$ cat src/rtl/ac_pkg.sv
// Shared Aho-Corasick definitions: default widths, root index, walker FSM
// encoding and the layout of a goto-RAM word. Also used by the RAM wrappers
// and the downstream output decoder.
package ac_pkg;

    localparam int AC_STATE_W        = 8;
    localparam int AC_CHAR_W         = 8;
    localparam int AC_ROOT_STATE     = 0;
    localparam int AC_MAX_FAIL_STEPS = 31;

    // Goto-RAM word: [GOTO_HIT_BIT] = hit flag, [GOTO_HIT_BIT-1:0] = next state
    localparam int GOTO_HIT_BIT      = AC_STATE_W;

    typedef enum logic [1:0] {
        WALK_IDLE   = 2'd0,
        WALK_G_WAIT = 2'd1,
        WALK_F_WAIT = 2'd2
    } walk_state_t;

endpackage

$ cat src/rtl/ac_failure_walker.sv
// Aho-Corasick transition controller. Takes one character at a time, probes
// the goto RAM with {state,char} and on a miss follows failure links through
// the failure RAM until a goto hit, the root, or the per-character step limit.
//
// Handshake: a character is accepted in any cycle where CHAR_VALID and
// CHAR_READY are both high; CHAR_READY is high only while the FSM is idle and
// CHAR_DATA is sampled only in the accept cycle. Both RAMs are synchronous:
// the strobe is driven combinationally in the cycle the walker decides to read,
// and the data is consumed in the following cycle.
module ac_failure_walker
    import ac_pkg::*;
#(
    parameter int STATE_W        = AC_STATE_W,
    parameter int CHAR_W         = AC_CHAR_W,
    parameter int ROOT_STATE     = AC_ROOT_STATE,
    parameter int MAX_FAIL_STEPS = AC_MAX_FAIL_STEPS
) (
    input  logic                      CLK,
    input  logic                      RST,
    input  logic                      CHAR_VALID,
    output logic                      CHAR_READY,
    input  logic [CHAR_W-1:0]         CHAR_DATA,
    output logic                      GOTO_RD,
    output logic [STATE_W+CHAR_W-1:0] GOTO_ADDR,
    input  logic [STATE_W:0]          GOTO_DATA,
    output logic                      FAIL_RD,
    output logic [STATE_W-1:0]        FAIL_ADDR,
    input  logic [STATE_W-1:0]        FAIL_DATA,
    output logic                      STATE_VALID,
    output logic [STATE_W-1:0]        CUR_STATE,
    output logic                      WALK_ERR
);

    localparam int                 STEP_W   = $clog2(MAX_FAIL_STEPS + 1);
    localparam logic [STEP_W-1:0]  STEP_MAX = STEP_W'(MAX_FAIL_STEPS);
    localparam logic [STEP_W-1:0]  STEP_ONE = STEP_W'(1);
    localparam logic [STATE_W-1:0] ROOT     = STATE_W'(ROOT_STATE);

    walk_state_t         fsm_state;
    logic [STATE_W-1:0]  cur_state_q;
    logic [CHAR_W-1:0]   char_q;
    logic [STEP_W-1:0]   step_q;
    logic                state_valid_q;
    logic                walk_err_q;

    logic                accept;
    logic                goto_hit;
    logic                at_root;
    logic [STEP_W-1:0]   step_inc;
    logic                step_limit;

    assign CHAR_READY  = (fsm_state == WALK_IDLE);
    assign STATE_VALID = state_valid_q;
    assign CUR_STATE   = cur_state_q;
    assign WALK_ERR    = walk_err_q;

    // Decode RAM strobes/addresses from the FSM state and the returning RAM data
    always_comb begin
        accept     = CHAR_VALID & CHAR_READY;
        goto_hit   = GOTO_DATA[STATE_W];
        at_root    = (cur_state_q == ROOT);
        step_inc   = (step_q == STEP_MAX) ? step_q : step_q + STEP_ONE;
        step_limit = (step_inc == STEP_MAX);
        GOTO_RD    = 1'b0;
        GOTO_ADDR  = '0;
        FAIL_RD    = 1'b0;
        FAIL_ADDR  = '0;
        if (!RST) begin
            case (fsm_state)
                WALK_IDLE: begin
                    if (accept) begin
                        GOTO_RD   = 1'b1;
                        GOTO_ADDR = {cur_state_q, CHAR_DATA};
                    end
                end
                WALK_G_WAIT: begin
                    if (!goto_hit && !at_root) begin
                        FAIL_RD   = 1'b1;
                        FAIL_ADDR = cur_state_q;
                    end
                end
                WALK_F_WAIT: begin
                    if (!step_limit) begin
                        GOTO_RD   = 1'b1;
                        GOTO_ADDR = {FAIL_DATA, char_q};
                    end
                end
                default: ;
            endcase
        end
    end

    // Walker FSM: accept, resolve goto result, follow failure links, flag step overrun
    always_ff @(posedge CLK) begin
        if (RST) begin
            fsm_state     <= WALK_IDLE;
            cur_state_q   <= ROOT;
            char_q        <= '0;
            step_q        <= '0;
            state_valid_q <= 1'b0;
            walk_err_q    <= 1'b0;
        end else begin
            state_valid_q <= 1'b0;
            case (fsm_state)
                WALK_IDLE: begin
                    if (accept) begin
                        char_q    <= CHAR_DATA;
                        step_q    <= '0;
                        fsm_state <= WALK_G_WAIT;
                    end
                end
                WALK_G_WAIT: begin
                    if (goto_hit) begin
                        cur_state_q   <= GOTO_DATA[STATE_W-1:0];
                        state_valid_q <= 1'b1;
                        fsm_state     <= WALK_IDLE;
                    end else if (at_root) begin
                        // Root has an implicit self-loop on every missing character
                        state_valid_q <= 1'b1;
                        fsm_state     <= WALK_IDLE;
                    end else begin
                        fsm_state <= WALK_F_WAIT;
                    end
                end
                WALK_F_WAIT: begin
                    step_q <= step_inc;
                    if (step_limit) begin
                        cur_state_q   <= ROOT;
                        walk_err_q    <= 1'b1;
                        state_valid_q <= 1'b1;
                        fsm_state     <= WALK_IDLE;
                    end else begin
                        cur_state_q <= FAIL_DATA;
                        fsm_state   <= WALK_G_WAIT;
                    end
                end
                default: fsm_state <= WALK_IDLE;
            endcase
        end
    end

endmodule

$ cat config.mk
export PLATFORM = sky130hd
export DESIGN_NAME = ac_failure_walker
export DESIGN_NICKNAME = d
export VERILOG_FILES = /design/src/rtl/ac_pkg.sv /design/src/rtl/ac_failure_walker.sv
export SDC_FILE = /design/constraint.sdc
export NUM_CORES = 1
export LEC_CHECK = 0
export CAP_MARGIN = 20
export CORE_MARGIN = 3
export CORE_UTILIZATION = 46
export CTS_CLUSTER_DIAMETER = 150
export CTS_CLUSTER_SIZE = 12
export DETAILED_ROUTE_END_ITERATION = 6
export PLACE_DENSITY = 0.81
export SYNTH_ARGS = -nofsm -noshare
export SYNTH_HDL_FRONTEND = slang
export SYNTH_SLANG_ARGS = --single-unit
export TNS_END_PERCENT = 100
$ cat constraint.sdc
create_clock -name CLK -period 3.33 [get_ports CLK]
set_input_delay 0.4995 -clock CLK [delete_from_list [all_inputs] [get_ports CLK]]
set_output_delay 0.4995 -clock CLK [all_outputs]
set_load 0.1 [all_outputs]
==> results of run 1 <==
## cell usage in the layout (no fill, tap or decap), types with 5 or more instances in the layout
| cell type | n |
|---|---|
| a31oi_1 | 9 |
| nand2_1 | 39 |
| clkdlybuf4s50_1 | 37 |
| o211ai_1 | 11 |
| ha_1 | 5 |
| buf_12 | 26 |
| o21ai_0 | 17 |
| and2_2 | 8 |
| a21oi_1 | 13 |
| o22ai_2 | 8 |
| buf_4 | 7 |
| nand3_1 | 11 |
| dfxtp_1 | 24 |
| nor2_1 | 5 |
| nand2b_1 | 9 |
## worst min-delay path by stage
stage                   start  cells past startpoint        end  slack, ps
floorplan           char_q[0]                      2  char_q[0]        440
global placement    char_q[6]                      2  char_q[6]        440
detailed placement  char_q[5]                      2  char_q[5]        450
CTS                 char_q[5]                      2  char_q[5]        470
global route        char_q[1]                      2  char_q[1]        490
finish              char_q[5]                      2  char_q[5]        470
## flip-flops by register name, indices dropped and copies added (netlist names)
name / cells
char_q: 8
step_q: 5
WALK_ERR: 1
STATE_VALID: 1
fsm_state: 2
CUR_STATE: 8
## power by group through the flow
stage | Sequential (mW) | Combinational [mW] | Clock (mW)
2_1_floorplan | 0.401 | 0.169 | 0
3_3_place_gp | 0.339 | 0.350 | 0
3_5_place_dp | 0.340 | 0.353 | 0
4_1_cts | 0.333 | 0.354 | 0.146
5_1_grt | 0.336 | 0.371 | 0.157
6_report | 0.333 | 0.355 | 0.148
## area by class of cell
type                       instances  area [um^2]
inverter                           3         11.3
fill                             205          572
tap                               44         55.1
multi-input combinational        165         1040
clock buffer                       4         26.3
timing repair buffer              70          943
sequential                        25          502
## routing by layer
metal | share of wire, % | vias to the layer above | global-route usage, %
li1 | - | 871 | -
met1 | 45 | 839 | 31.0
met2 | 47 | 70 | 40.7
met3 | 6.3 | 5 | 3.99
met4 | 1.4 | 0 | 8.97
met5 | 0 | - | 0
## synthesized netlist by cell type, drive strengths merged, types with 2 or more instances
cell type | count | area, um^2
o211ai | 12 | 95.1
a21oi | 14 | 70.1
a211oi | 2 | 15.0
nand3 | 11 | 55.1
clkbuf | 14 | 52.6
buf | 5 | 48.8
nor4 | 2 | 12.5
nor2b | 2 | 12.5
o21ai | 21 | 105
a31oi | 9 | 56.3
o22ai | 8 | 50.1
nand2b | 9 | 56.3
ha | 5 | 62.6
dfxtp | 25 | 500
nand2 | 39 | 146
nor2 | 6 | 30.0
inv | 3 | 11.3
mux2 | 2 | 26.3
and2 | 10 | 62.6
## critical path, cell delays in order, from the launching register on
cell and delay (ps):
dfxtp_1 470, ha_1 300, and4_2 340, mux2_4 400, nor2_4 190, buf_4 260
o22ai_2 110, buf_12 210
## metrics by stage
stage	cells	util [%]	hold slack, ps	TNS (ps)
detailed placement	307	81.0	447	0
CTS	311	81.8	465	0
floorplan	212	-	437	-2610
finish	311	81.9	466	0
global route	311	81.9	494	0
global placement	307	81.0	442	0
## logic make-up after synthesis
kind of cell    after synthesis  share of synthesized area (%)
buf+inv                      22                           7.13
fa+ha+maj                     5                           3.96
mux                           3                           2.30
simple gates                 85                           26.7
xor+xnor                      1                          0.554
flops                        25                           31.7
compound gates               71                           27.7
==> metrics.txt, run 1 <==
status finished, final reports clean; CTS Buf Count 3; Net Switching 0.354 mW; Worst Setup Slack post-DPL 353 ps; crit share post-route 94.1%; initial core utilization 50.1%; Worst Skew 1.47 ps; root buf cell clkbuf_4; post-synthesis sequential area ratio 31.7%; reg2reg setup slack 1140 ps; crit path from step_q[1]; final-report hold violation count 0; Design Area, Final 2580 um^2; P&R area growth vs syn 63.3%; worst skew pair latency 340 ps; Detailed Route WL 4.89 mm; IO Pins 65; CP endpoint kind primary output; clk sinks 25; core region area 3150 um^2; RSZ-0062 raised after global routing no; Yosys warnings 0; Final Slew Violations 0; Critical Path Source Type flip-flop; clock transition at the registers of the reported paths 140 ps; first-pass GRT wire length 7.91 mm; die area 4170 um^2; Overall Global Routing Usage 24.2%; Die Wd 64.6 um; Critical Path Sink GOTO_ADDR[5]; final worst slack 196 ps; PD cells 324 nW/um^2; R2R Path Start step_q[1]; vias per std cell 5.74; CP arrival 2630 ps; maxcap violations 0; Total Nets Final 301; CTS-repair resized insts 0; antenna viol nets, final 0; Logic pwr share 42.4%; minimum clock period 3130 ps; clock network power share 17.7%; Worst slew margin 34.5%; placement row count 20; leakage 0.932 nW; die height 64.6 um; largest net degree at the start of global routing 25; Iter 0 DRT Violations 115; Worst Tran Pin Value 979 ps; Post-DP Area 2550 um^2; Post-synth ARST share 0%; f_max 0.319 GHz; first drt pass iteration count 4; crit-path max FO 12; IO Port Bufs 64; worst hold path type reg2reg; initial antenna violation count 0; maximum vdd drop 182 uV; Pint 0.482 mW; Bufs on Longest Clock Path 2; r2r worst-path depth 6; vias 1785; Post-synth EDFFs 0; part of the power in registers 39.9%; RePlAce Congestion 0.857; post-synthesis cell area 1580 um^2; setup violators final 0; Post-synth top flop dfxtp_1; post-DR wirelength/cell 15.7 um; vias in the first global route 1651; htree depth 1; DRC viols 0; Total Power 0.836 mW; Worst EP required 2830 ps; HPWL Detailed 3.75 mm; n_diodes 0; Unique masters post-synth 37; Post-CTS Setup Repair Bufs 0; critical path class reg2out; CTS tree done; Post-Syn Instances 212; Avg Cell Area, Syn 7.45 um^2; Yosys reg bits 25; total global routing overflow 0; reg2reg end STATE_VALID; Syn Nets 245; ratio of cells with drive above 1 in the final layout 23.6%; CTS Hold Bufs 0; Net Sw Frac 42.4%
Note: power is estimated with default switching activity, not from simulation.
==> inputs of run 2 (changes only) <==
Settings changed: CAP_MARGIN 20 to 15, REMOVE_ABC_BUFFERS from default to 1.
==> run 2 against run 1 <==
  * Maximum frequency up 2.5%
  * Largest power group unchanged
  * Register-to-register slack better by 70 ps
  * Sequential share of layout area up 0.34 points
  * Via count up 0.17%
  * Combinational power down 2%
  * Sequential power about the same
  * Cell area down 2.0%
  * Count of clock-buffer cells in the layout down 1
==> metrics.txt, run 2 (synthesis results as in run 1) <==
Overall Global Routing Usage 22.8% (-1.4 points); first-pass GRT wire length 7.71 mm (-2.5%); Worst Setup Slack post-DPL 498 ps (+145 ps); n_diodes 0 (unchanged); core region area 3150 um^2 (unchanged); final worst slack 273 ps (+77.3 ps); Iter 0 DRT Violations 130 (+13%); die height 64.6 um (unchanged); maximum vdd drop 271 uV (+49%); vias per std cell 5.69 (-0.79%); status finished, final reports clean; IO Port Bufs 64 (unchanged); HPWL Detailed 3.63 mm (-3.0%); minimum clock period 3060 ps (-77.3 ps); antenna viol nets, final 0 (unchanged); f_max 0.327 GHz (+2.5%); setup violators final 0 (unchanged); Bufs on Longest Clock Path 2 (unchanged); placement row count 20 (unchanged); Fillers 236 (+15%); crit share post-route 91.8% (-2.3 points); htree depth 1 (unchanged); vias in the first global route 1634 (-1.0%); Non-Filler Instances 314 (+0.96%); worst hold path type reg2reg; die area 4170 um^2 (unchanged); P&R area growth vs syn 60.1%; clk sinks 25 (unchanged); Final Slew Violations 0 (unchanged); post-DR wirelength/cell 15.6 um (-0.75%); PD cells 327 nW/um^2 (+0.85%); leakage 0.923 nW (-0.95%); Placed Cells 306 (-0.33%); RePlAce Congestion 0.879 (+2.6%); Max stage delay on crit path 490 ps (+20 ps); CTS Buf Count 3 (unchanged); maxcap violations 0 (unchanged); IO Pins 65 (unchanged); commonest non-fill, non-tap cell in the layout nand2_1; Worst slew margin 34.8% (+0.28 points); RSZ-0062 raised after global routing no; Die Wd 64.6 um (unchanged); root buf cell clkbuf_4; total global routing overflow 0 (unchanged); CP max-delay cell dfxtp_1; Worst Tran Pin Value 975 ps (-4.19 ps); largest net degree at the start of global routing 19 (-24%); CTS tree done; Detailed Route WL 4.90 mm (+0.20%); clock transition at the registers of the reported paths 150 ps (about the same); CTS-repair resized insts 0 (unchanged); Total Nets Final 304 (+1.0%); first drt pass iteration count 4 (unchanged); initial antenna violation count 0 (unchanged); crit-path max FO 11 (-1); Cell Chain, Critical Path ha_1 > and4_1 > mux2_4 > nor2_4 > buf_4 > o22ai_1 > buf_12; final hold slack 471 ps (+4.66 ps); Worst EP required 2830 ps (about the same); Critical Path Source Type flip-flop; vias 1788 (+0.17%); initial core utilization 50.1% (unchanged); final-report hold violation count 0 (unchanged); most frequent cells in the layout 39 x nand2_1, 37 x clkdlybuf4s50_1, 26 x buf_12, 25 x dfxtp_1, 17 x o21ai_0; critical path class reg2out; ratio of cells with drive above 1 in the final layout 16.7% (-6.9 points); Total Power 0.827 mW (-1.2%); DRC viols 0 (unchanged); CP arrival 2560 ps (-70 ps); CP endpoint kind primary output; worst skew pair latency 330 ps (about the same); Worst Skew 9.58 ps (+8.12 ps)
-- run 2: changes by cell type in the layout (fill, tap and decap cells not counted), moves of 3 or more --
cell / previous run / this run
and2_1: 2 / 10
and2_2: 8 / 0
buf_4: 7 / 10
o21ai_1: 1 / 4
o21ai_2: 3 / 0
o22ai_1: 0 / 8
o22ai_2: 8 / 0
-- run 2: where the power goes --
group          internal, mW  leakage, nW  total [mW]  switching, mW
logic                 0.116        0.705       0.349          0.233
registers             0.317        0.204       0.335         0.0177
clock network        0.0460       0.0139       0.143         0.0971
total                 0.479        0.923       0.827          0.348
-- run 2: final cells by class --
cell class	count	area, um^2	area share [%]
clock inverter	1	7.51	0.297
clock buffer	3	22.5	0.890
timing repair buffer	73	966	38.2
tap	44	55.1	2.18
multi-input combinational	165	967	38.2
inverter	3	11.3	0.445
sequential	25	500	19.8
-- run 2: worst max-delay path: cells and delay by family, from the launching register on --
family          cells  cell delay (ps)
simple gates        2              500
flops               1              490
buf+inv             2              410
mux                 1              400
fa+ha+maj           1              290
compound gates      1              130
-- run 2: final timing paths --
kind                                 from            to  slack [ps]  cells past startpoint
worst max-delay path            step_q[0]  GOTO_ADDR[1]         270                      7
worst min-delay path            char_q[7]     char_q[7]         470                      2
worst max register to register  step_q[0]   STATE_VALID        1210                      6
worst min register to register  char_q[7]     char_q[7]         470                      2
-- run 2: per-layer routing --
metal  track usage (%)  vias to the layer above  share of wire [%]
li1                  -                      880                  -
met1              29.6                      827                 44
met2              39.3                       75                 47
met3              3.29                        6                7.3
met4              6.07                        0                1.5
met5                 0                        -                  0
-- run 2: through the flow --
| stage | instance area [um^2] | utilization [%] | TNS, ps |
|---|---|---|---|
| 3_3_place_gp | 2470 | 78.3 | 0 |
| 3_5_place_dp | 2470 | 78.3 | 0 |
| 6_report | 2530 | 80.2 | 0 |
| 5_1_grt | 2530 | 80.2 | 0 |
| 4_1_cts | 2500 | 79.3 | 0 |
| 2_1_floorplan | 1480 | - | -10900 |
-- run 2: timing repair --
item | in CTS | in global routing
endpoints found under the setup margin | 0 | 5
hold buffers | 0 | 0
setup buffers | 0 | 4
